--- config.mk ---
export PLATFORM = sky130hd
export DESIGN_NAME = l2_miss_queue_flat
export DESIGN_NICKNAME = d
export VERILOG_FILES = /design/src/rtl/l2_mem_pkg.sv /design/src/rtl/l2_miss_queue_if.sv /design/src/rtl/sync_fifo.sv /design/src/rtl/l2_miss_queue.sv /design/src/flat_wrapper.sv
export SDC_FILE = /design/constraint.sdc
export NUM_CORES = 1
export LEC_CHECK = 0
export CORE_AREA = 2 2 652 654
export CTS_BUF_LIST = sky130_fd_sc_hd__clkbuf_2
export DETAILED_ROUTE_END_ITERATION = 7
export DIE_AREA = 0 0 654 656
export PLACE_DENSITY = 0.3
export SYNTH_ARGS = -nofsm -noshare
export SYNTH_HDL_FRONTEND = slang
export SYNTH_SLANG_ARGS = --single-unit
export TNS_END_PERCENT = 50
--- constraint.sdc ---
create_clock -name clk -period 6.1 [get_ports clk]
set_input_delay 1.22 -clock clk [delete_from_list [all_inputs] [get_ports clk]]
set_output_delay 1.22 -clock clk [all_outputs]
set_load 0.02 [all_outputs]
--- src/rtl/l2_mem_pkg.sv ---
// l2_mem_pkg: shared FSM state, block type and address alignment for the L2 miss queue
package l2_mem_pkg;
    localparam int DEF_DATA_WIDTH = 32;
    localparam int DEF_BLOCK_SIZE = 16;
    typedef enum logic [1:0] {IDLE, ISSUE, WAIT, RESP} state_t;
    typedef logic [DEF_BLOCK_SIZE-1:0][DEF_DATA_WIDTH-1:0] block_t;
    function automatic logic [63:0] block_align(input logic [63:0] addr, input int off_bits);
        return addr & ~((64'd1 << off_bits) - 64'd1);
    endfunction
endpackage

--- src/rtl/l2_miss_queue_if.sv ---
// l2_miss_queue_if: L2 request/response channel plus memory port of the miss queue
interface l2_miss_queue_if #(
    parameter int DATA_WIDTH = 32,
    parameter int ADDR_WIDTH = 32,
    parameter int BLOCK_SIZE = 16,
    parameter int DEPTH = 4,
    parameter int ID_WIDTH = 2
);
    logic req_valid, req_ready;
    logic [ADDR_WIDTH-1:0] req_addr;
    logic [ID_WIDTH-1:0] req_id;
    logic resp_valid, resp_ready, resp_err;
    logic [ID_WIDTH-1:0] resp_id;
    logic [ADDR_WIDTH-1:0] resp_addr;
    logic [BLOCK_SIZE-1:0][DATA_WIDTH-1:0] resp_data;
    logic [ADDR_WIDTH-1:0] mem_addr;
    logic mem_read, mem_write, mem_ready, mem_hit;
    logic [BLOCK_SIZE-1:0][DATA_WIDTH-1:0] mem_data_in, mem_data_out;
    logic [$clog2(DEPTH):0] occupancy;
    modport master (
        output req_valid, req_addr, req_id, resp_ready, mem_data_out, mem_ready, mem_hit,
        input req_ready, resp_valid, resp_id, resp_addr, resp_data, resp_err,
        input mem_addr, mem_read, mem_write, mem_data_in, occupancy
    );
    modport slave (
        input req_valid, req_addr, req_id, resp_ready, mem_data_out, mem_ready, mem_hit,
        output req_ready, resp_valid, resp_id, resp_addr, resp_data, resp_err,
        output mem_addr, mem_read, mem_write, mem_data_in, occupancy
    );
endinterface

--- src/rtl/sync_fifo.sv ---
// sync_fifo: in-order queue with head peek; pointers carry an extra wrap bit for full/empty
module sync_fifo #(
    parameter int WIDTH = 34,
    parameter int DEPTH = 4
) (
    input logic clk,
    input logic rst_n,
    input logic push,
    input logic pop,
    input logic [WIDTH-1:0] din,
    output logic [WIDTH-1:0] head,
    output logic [$clog2(DEPTH):0] count,
    output logic full,
    output logic empty
);
    localparam int AW = $clog2(DEPTH);
    logic [WIDTH-1:0] mem [DEPTH];
    logic [AW:0] wr_ptr, rd_ptr;
    assign count = wr_ptr - rd_ptr;
    assign empty = wr_ptr == rd_ptr;
    assign full = (wr_ptr[AW] != rd_ptr[AW]) && (wr_ptr[AW-1:0] == rd_ptr[AW-1:0]);
    assign head = mem[rd_ptr[AW-1:0]];
    always_ff @(posedge clk)
        if (push && !full) mem[wr_ptr[AW-1:0]] <= din;
    always_ff @(posedge clk)
        if (!rst_n) begin
            wr_ptr <= '0;
            rd_ptr <= '0;
        end else begin
            if (push && !full) wr_ptr <= wr_ptr + 1'b1;
            if (pop && !empty) rd_ptr <= rd_ptr + 1'b1;
        end
endmodule

--- src/rtl/l2_miss_queue.sv ---
// l2_miss_queue: buffers L2 block misses, issues them to memory one at a time, returns data or timeout error
module l2_miss_queue import l2_mem_pkg::*; #(
    parameter int DATA_WIDTH = 32,
    parameter int ADDR_WIDTH = 32,
    parameter int BLOCK_SIZE = 16,
    parameter int DEPTH = 4,
    parameter int ID_WIDTH = 2,
    parameter int TIMEOUT = 255
) (
    input logic clk,
    input logic rst_n,
    l2_miss_queue_if.slave bus
);
    localparam int OFF = $clog2(BLOCK_SIZE);
    localparam int TW = $clog2(TIMEOUT + 1);
    localparam int EW = ID_WIDTH + ADDR_WIDTH;
    state_t state;
    logic [TW-1:0] timer;
    logic [EW-1:0] head;
    logic [ADDR_WIDTH-1:0] head_addr, req_blk;
    logic [ID_WIDTH-1:0] head_id;
    logic full, empty, push, pop, hit;
    assign req_blk = ADDR_WIDTH'(block_align(64'(bus.req_addr), OFF));
    assign {head_id, head_addr} = head;
    assign bus.req_ready = !full;
    assign push = bus.req_valid && !full;
    assign pop = bus.resp_valid && bus.resp_ready;
    assign hit = bus.mem_ready && bus.mem_hit;
    assign bus.mem_write = 1'b0;
    assign bus.mem_data_in = '0;
    // the head stays queued while in service so occupancy counts it until the response pops
    sync_fifo #(.WIDTH(EW), .DEPTH(DEPTH)) u_fifo (
        .clk(clk),
        .rst_n(rst_n),
        .push(push),
        .pop(pop),
        .din({bus.req_id, req_blk}),
        .head(head),
        .count(bus.occupancy),
        .full(full),
        .empty(empty)
    );
    always_ff @(posedge clk)
        if (!rst_n) begin
            state <= IDLE;
            timer <= '0;
            bus.mem_read <= 1'b0;
            bus.mem_addr <= '0;
            bus.resp_valid <= 1'b0;
            bus.resp_err <= 1'b0;
            bus.resp_data <= '0;
            bus.resp_id <= '0;
            bus.resp_addr <= '0;
        end else begin
            case (state)
                IDLE: if (!empty) begin
                    state <= ISSUE;
                    bus.mem_read <= 1'b1;
                    bus.mem_addr <= head_addr;
                end
                ISSUE: begin
                    state <= WAIT;
                    bus.mem_read <= 1'b0;
                    timer <= '0;
                end
                // a hit on the final wait cycle still wins over the timeout
                WAIT: if (hit || timer == TW'(TIMEOUT - 1)) begin
                    state <= RESP;
                    bus.resp_valid <= 1'b1;
                    bus.resp_err <= !hit;
                    bus.resp_data <= hit ? bus.mem_data_out : '0;
                    bus.resp_id <= head_id;
                    bus.resp_addr <= head_addr;
                end else timer <= timer + 1'b1;
                RESP: if (bus.resp_ready) begin
                    state <= IDLE;
                    bus.resp_valid <= 1'b0;
                end
                default: state <= IDLE;
            endcase
        end
endmodule

--- src/flat_wrapper.sv ---
// flat-port wrapper written by rule: the top's interface ports become plain ports
module l2_miss_queue_flat import l2_mem_pkg::*;
#(
    parameter int DATA_WIDTH = 32,
    parameter int ADDR_WIDTH = 32,
    parameter int BLOCK_SIZE = 16,
    parameter int DEPTH = 4,
    parameter int ID_WIDTH = 2,
    parameter int TIMEOUT = 255
)
  (clk, rst_n, bus_req_valid, bus_req_addr, bus_req_id, bus_resp_ready, bus_mem_data_out, bus_mem_ready, bus_mem_hit, bus_req_ready, bus_resp_valid, bus_resp_id, bus_resp_addr, bus_resp_data, bus_resp_err, bus_mem_addr, bus_mem_read, bus_mem_write, bus_mem_data_in, bus_occupancy);
  l2_miss_queue_if #(.DATA_WIDTH(DATA_WIDTH), .ADDR_WIDTH(ADDR_WIDTH), .BLOCK_SIZE(BLOCK_SIZE), .DEPTH(DEPTH), .ID_WIDTH(ID_WIDTH)) bus_i ();
  input logic clk;
  input logic rst_n;
  input wire logic [$bits(bus_i.req_valid)-1:0] bus_req_valid;
  input wire logic [$bits(bus_i.req_addr)-1:0] bus_req_addr;
  input wire logic [$bits(bus_i.req_id)-1:0] bus_req_id;
  input wire logic [$bits(bus_i.resp_ready)-1:0] bus_resp_ready;
  input wire logic [$bits(bus_i.mem_data_out)-1:0] bus_mem_data_out;
  input wire logic [$bits(bus_i.mem_ready)-1:0] bus_mem_ready;
  input wire logic [$bits(bus_i.mem_hit)-1:0] bus_mem_hit;
  output wire logic [$bits(bus_i.req_ready)-1:0] bus_req_ready;
  output wire logic [$bits(bus_i.resp_valid)-1:0] bus_resp_valid;
  output wire logic [$bits(bus_i.resp_id)-1:0] bus_resp_id;
  output wire logic [$bits(bus_i.resp_addr)-1:0] bus_resp_addr;
  output wire logic [$bits(bus_i.resp_data)-1:0] bus_resp_data;
  output wire logic [$bits(bus_i.resp_err)-1:0] bus_resp_err;
  output wire logic [$bits(bus_i.mem_addr)-1:0] bus_mem_addr;
  output wire logic [$bits(bus_i.mem_read)-1:0] bus_mem_read;
  output wire logic [$bits(bus_i.mem_write)-1:0] bus_mem_write;
  output wire logic [$bits(bus_i.mem_data_in)-1:0] bus_mem_data_in;
  output wire logic [$bits(bus_i.occupancy)-1:0] bus_occupancy;
  assign bus_i.req_valid = bus_req_valid;
  assign bus_i.req_addr = bus_req_addr;
  assign bus_i.req_id = bus_req_id;
  assign bus_i.resp_ready = bus_resp_ready;
  assign bus_i.mem_data_out = bus_mem_data_out;
  assign bus_i.mem_ready = bus_mem_ready;
  assign bus_i.mem_hit = bus_mem_hit;
  assign bus_req_ready = bus_i.req_ready;
  assign bus_resp_valid = bus_i.resp_valid;
  assign bus_resp_id = bus_i.resp_id;
  assign bus_resp_addr = bus_i.resp_addr;
  assign bus_resp_data = bus_i.resp_data;
  assign bus_resp_err = bus_i.resp_err;
  assign bus_mem_addr = bus_i.mem_addr;
  assign bus_mem_read = bus_i.mem_read;
  assign bus_mem_write = bus_i.mem_write;
  assign bus_mem_data_in = bus_i.mem_data_in;
  assign bus_occupancy = bus_i.occupancy;
  l2_miss_queue #(.DATA_WIDTH(DATA_WIDTH), .ADDR_WIDTH(ADDR_WIDTH), .BLOCK_SIZE(BLOCK_SIZE), .DEPTH(DEPTH), .ID_WIDTH(ID_WIDTH), .TIMEOUT(TIMEOUT)) u_core (.clk(clk), .rst_n(rst_n), .bus(bus_i));
endmodule
==> run metrics <==
status=completed; measured slew at the worst slew-check pin=1.09 ns; Synth area leader=dfxtp_1; WL/cell=23.8 microns; PwrDens=244 mW/mm^2; FILL cells=48400; Slew HR=27.2%; most common cell after layout, fill and taps aside=clkdlybuf4s50_1; clock share of power=33.0%; Max Cap Viol=0; WS Path Type=register to output port; maximum VDD drop=0.208 mV; overall die width=654 microns; Max Clock Skew=0.420 ns; #FFs+latches synth=711; Core Region=0.422 sq mm; leading cell types in the layout, fill and taps excluded=1107 x clkdlybuf4s50_1, 590 x dfxtp_1, 536 x dlygate4sd3_1; Sw Share=38.0%; critical path data arrival time=3.81 ns; GRT overflow=0; Post-Route WL=247 mm; unique cell type count in the Yosys netlist=45; CTS sink cnt=711; largest cells by area after synthesis=dfxtp_1 42%, buf_4 14%, a22oi_1 14%, edfxtp_1 13%, nor2_1 7.0%; initial antenna violation count=144; ys flop type=dfxtp_1; synth warn=0; Via Count=27500; die area=0.429 sq mm; FP Rows=239; total iterations of the first detailed-routing run=5; CTS buffer count=229; first-pass GRT wire length=306 mm; Gate Count Post-Synth=2779; Die Ht=656 microns; initial core utilization=6.68%; Comb pwr share=25.5%; Nets=5072; Setup Total Neg Slack=0 ns; NetSw=4.78 mW; Final Critical Period=5.03 ns; drt drc=0; Antenna Violating Nets Remaining=0; setup violators final=0; CTS clk-pin slew, worst paths=0.10 ns; CP peak stage delay=0.72 ns; num ports=1650; Highest Clock Rate=199 MHz; Netlist Area Pre-Place=0.0282 sq mm; cell chain of the critical path=inv_1 > ha_1 > fa_1 > inv_1 > clkdlybuf4s50_1; Slew Limit Fails=0; CTS tree=done; DP Area=0.0441 sq mm; ys async rst share=0%; Clock Tree Buf Depth=4; vias in the first global route=27000; Clock Latency Late Sink=1.96 ns; crit-path max FO=4; worst min-delay path class=input port to register; largest net degree at the start of global routing=149; Final Instance Area=0.0516 sq mm; Post-synth EDFFs=120; post_cts resized=0; Seq pwr share=41.6%; post-route clock period utilization=82.5%; post-DR vias/cell=2.65; post-synth top area share=41.9%; layout cells sized above 1=9.82%; Buffers on Ports=1124; critical path data required time=4.88 ns; leakage power=17.8 nW; sequential area share after synthesis=54.7%; register area=0.0154 sq mm; crit path launch type=register; P_int=7.79 mW; Root Driver=clkbuf_2; slowest CP cell=clkdlybuf4s50_1; Avg Inst Size Synth=10.2 sq um; multi-input logic area=0.00993 sq mm; Routability Congestion=0.905; CP dominant cell by count=inv_1; DR iter-0 viols=1654; Area Growth Syn to Fin=82.9%; DP Wirelength=206 mm; CP Capture Type=output port; Total GRT Usage=11.1%; endpoints failing hold=0; H-tree lvl count=4; unrepaired setup endpoints after global routing=false
timing repair:
item / in CTS / in global routing
setup endpoints to repair: 0 / 0
setup buffers: 0 / 0
hold buffers: 536 / 0
endpoints found under the hold margin: 629 / 0
state kept, by name, indices dropped and copies added (netlist names), named ones only:
| name | count |
|---|---|
| u_core.bus.resp_data | 512 |
| u_core.u_fifo.mem | 120 |
| u_core.bus.mem_addr | 28 |
| u_core.bus.resp_addr | 28 |
| u_core.timer | 8 |
| u_core.u_fifo.rd_ptr | 3 |
| u_core.u_fifo.wr_ptr | 3 |
| u_core.bus.resp_id | 2 |
| u_core.state | 2 |
| u_core.bus.mem_read | 1 |
| u_core.bus.resp_err | 1 |
| u_core.bus.resp_valid | 1 |
cells in the mapped netlist (4+ instances only):
| master | n |
|---|---|
| inv_1 | 12 |
| buf_2 | 99 |
| a22oi_1 | 512 |
| nand2_1 | 124 |
| buf_4 | 521 |
| and2_1 | 4 |
| o21ai_0 | 8 |
| edfxtp_1 | 120 |
| mux4_2 | 30 |
| nand3_1 | 10 |
| a21oi_1 | 66 |
| dfxtp_1 | 591 |
| ha_1 | 14 |
| clkbuf_1 | 96 |
| nor2_1 | 523 |
area by class of cell:
type / count / area share (%)
inverter: 12 / 0.102
tap: 5663 / 13.7
antenna: 27 / 0.131
timing repair buffer: 1695 / 32.9
clock inverter: 78 / 0.732
multi-input combinational: 1856 / 19.2
clock buffer: 333 / 3.23
sequential: 711 / 29.9
worst paths after layout:
check / start / to / slack (ns) / cells after the start
setup / recovery: u_core.u_fifo.wr_ptr[0] / bus_occupancy[1] / 1.07 / 5
hold / removal: bus_mem_data_out[340] / u_core.bus.resp_data[340] / 0.39 / 3
setup reg to reg: u_core.state[0] / u_core.bus.resp_data[441] / 3.00 / 7
hold reg to reg: u_core.bus.resp_addr[31] / u_core.bus.resp_addr[31] / 0.46 / 2
logic make-up (layout without fill, tap and decap cells):
family          after synthesis  in the layout  share of synthesized area, %
flops                       711            711                          54.7
xor+xnor                      5              5                         0.182
compound gates              608            608                          15.6
buf+inv                     732           2118                          17.1
fa+ha+maj                    15             15                         0.692
mux                          33             33                          2.50
other cells                   1            548                        0.0133
simple gates                674            674                          9.21
per-layer routing:
| metal | vias to the layer above | part of all wire, % | track usage (%) |
|---|---|---|---|
| li1 | 12300 | - | - |
| met1 | 13200 | 37 | 12.0 |
| met2 | 1507 | 49 | 19.4 |
| met3 | 477 | 11 | 5.14 |
| met4 | 20 | 2.8 | 2.68 |
| met5 | - | 0.051 | 0 |
critical path, delay by kind of cell, from the launching register on:
kind,cells,cell delay [ns]
flops,1,0.41
fa+ha+maj,2,0.66
buf+inv,3,0.99
metrics by stage:
step / setup WS (ns) / total power, mW / cells / utilization (%) / hold slack [ns]
after global routing: 0.708 / 13.4 / 10400 / 12.2 / 0.210
after floorplan: 3.26 / 6.85 / 3299 / - / 0.472
after global placement: 2.16 / 8.23 / 9401 / 10.4 / 0.450
after CTS: 0.571 / 13.0 / 10300 / 12.2 / 0.00730
final: 1.07 / 12.6 / 10400 / 12.2 / 0.394
after detailed placement: 2.19 / 8.22 / 9401 / 10.4 / 0.448
power groups by stage:
stage	combinational (mW)	clock (mW)	sequential, mW
2_1_floorplan	1.30	0	5.55
3_3_place_gp	2.91	0	5.33
3_5_place_dp	2.89	0	5.33
4_1_cts	3.29	4.47	5.23
5_1_grt	3.44	4.66	5.26
6_report	3.20	4.14	5.23
Power figures use the tool's default switching activity.
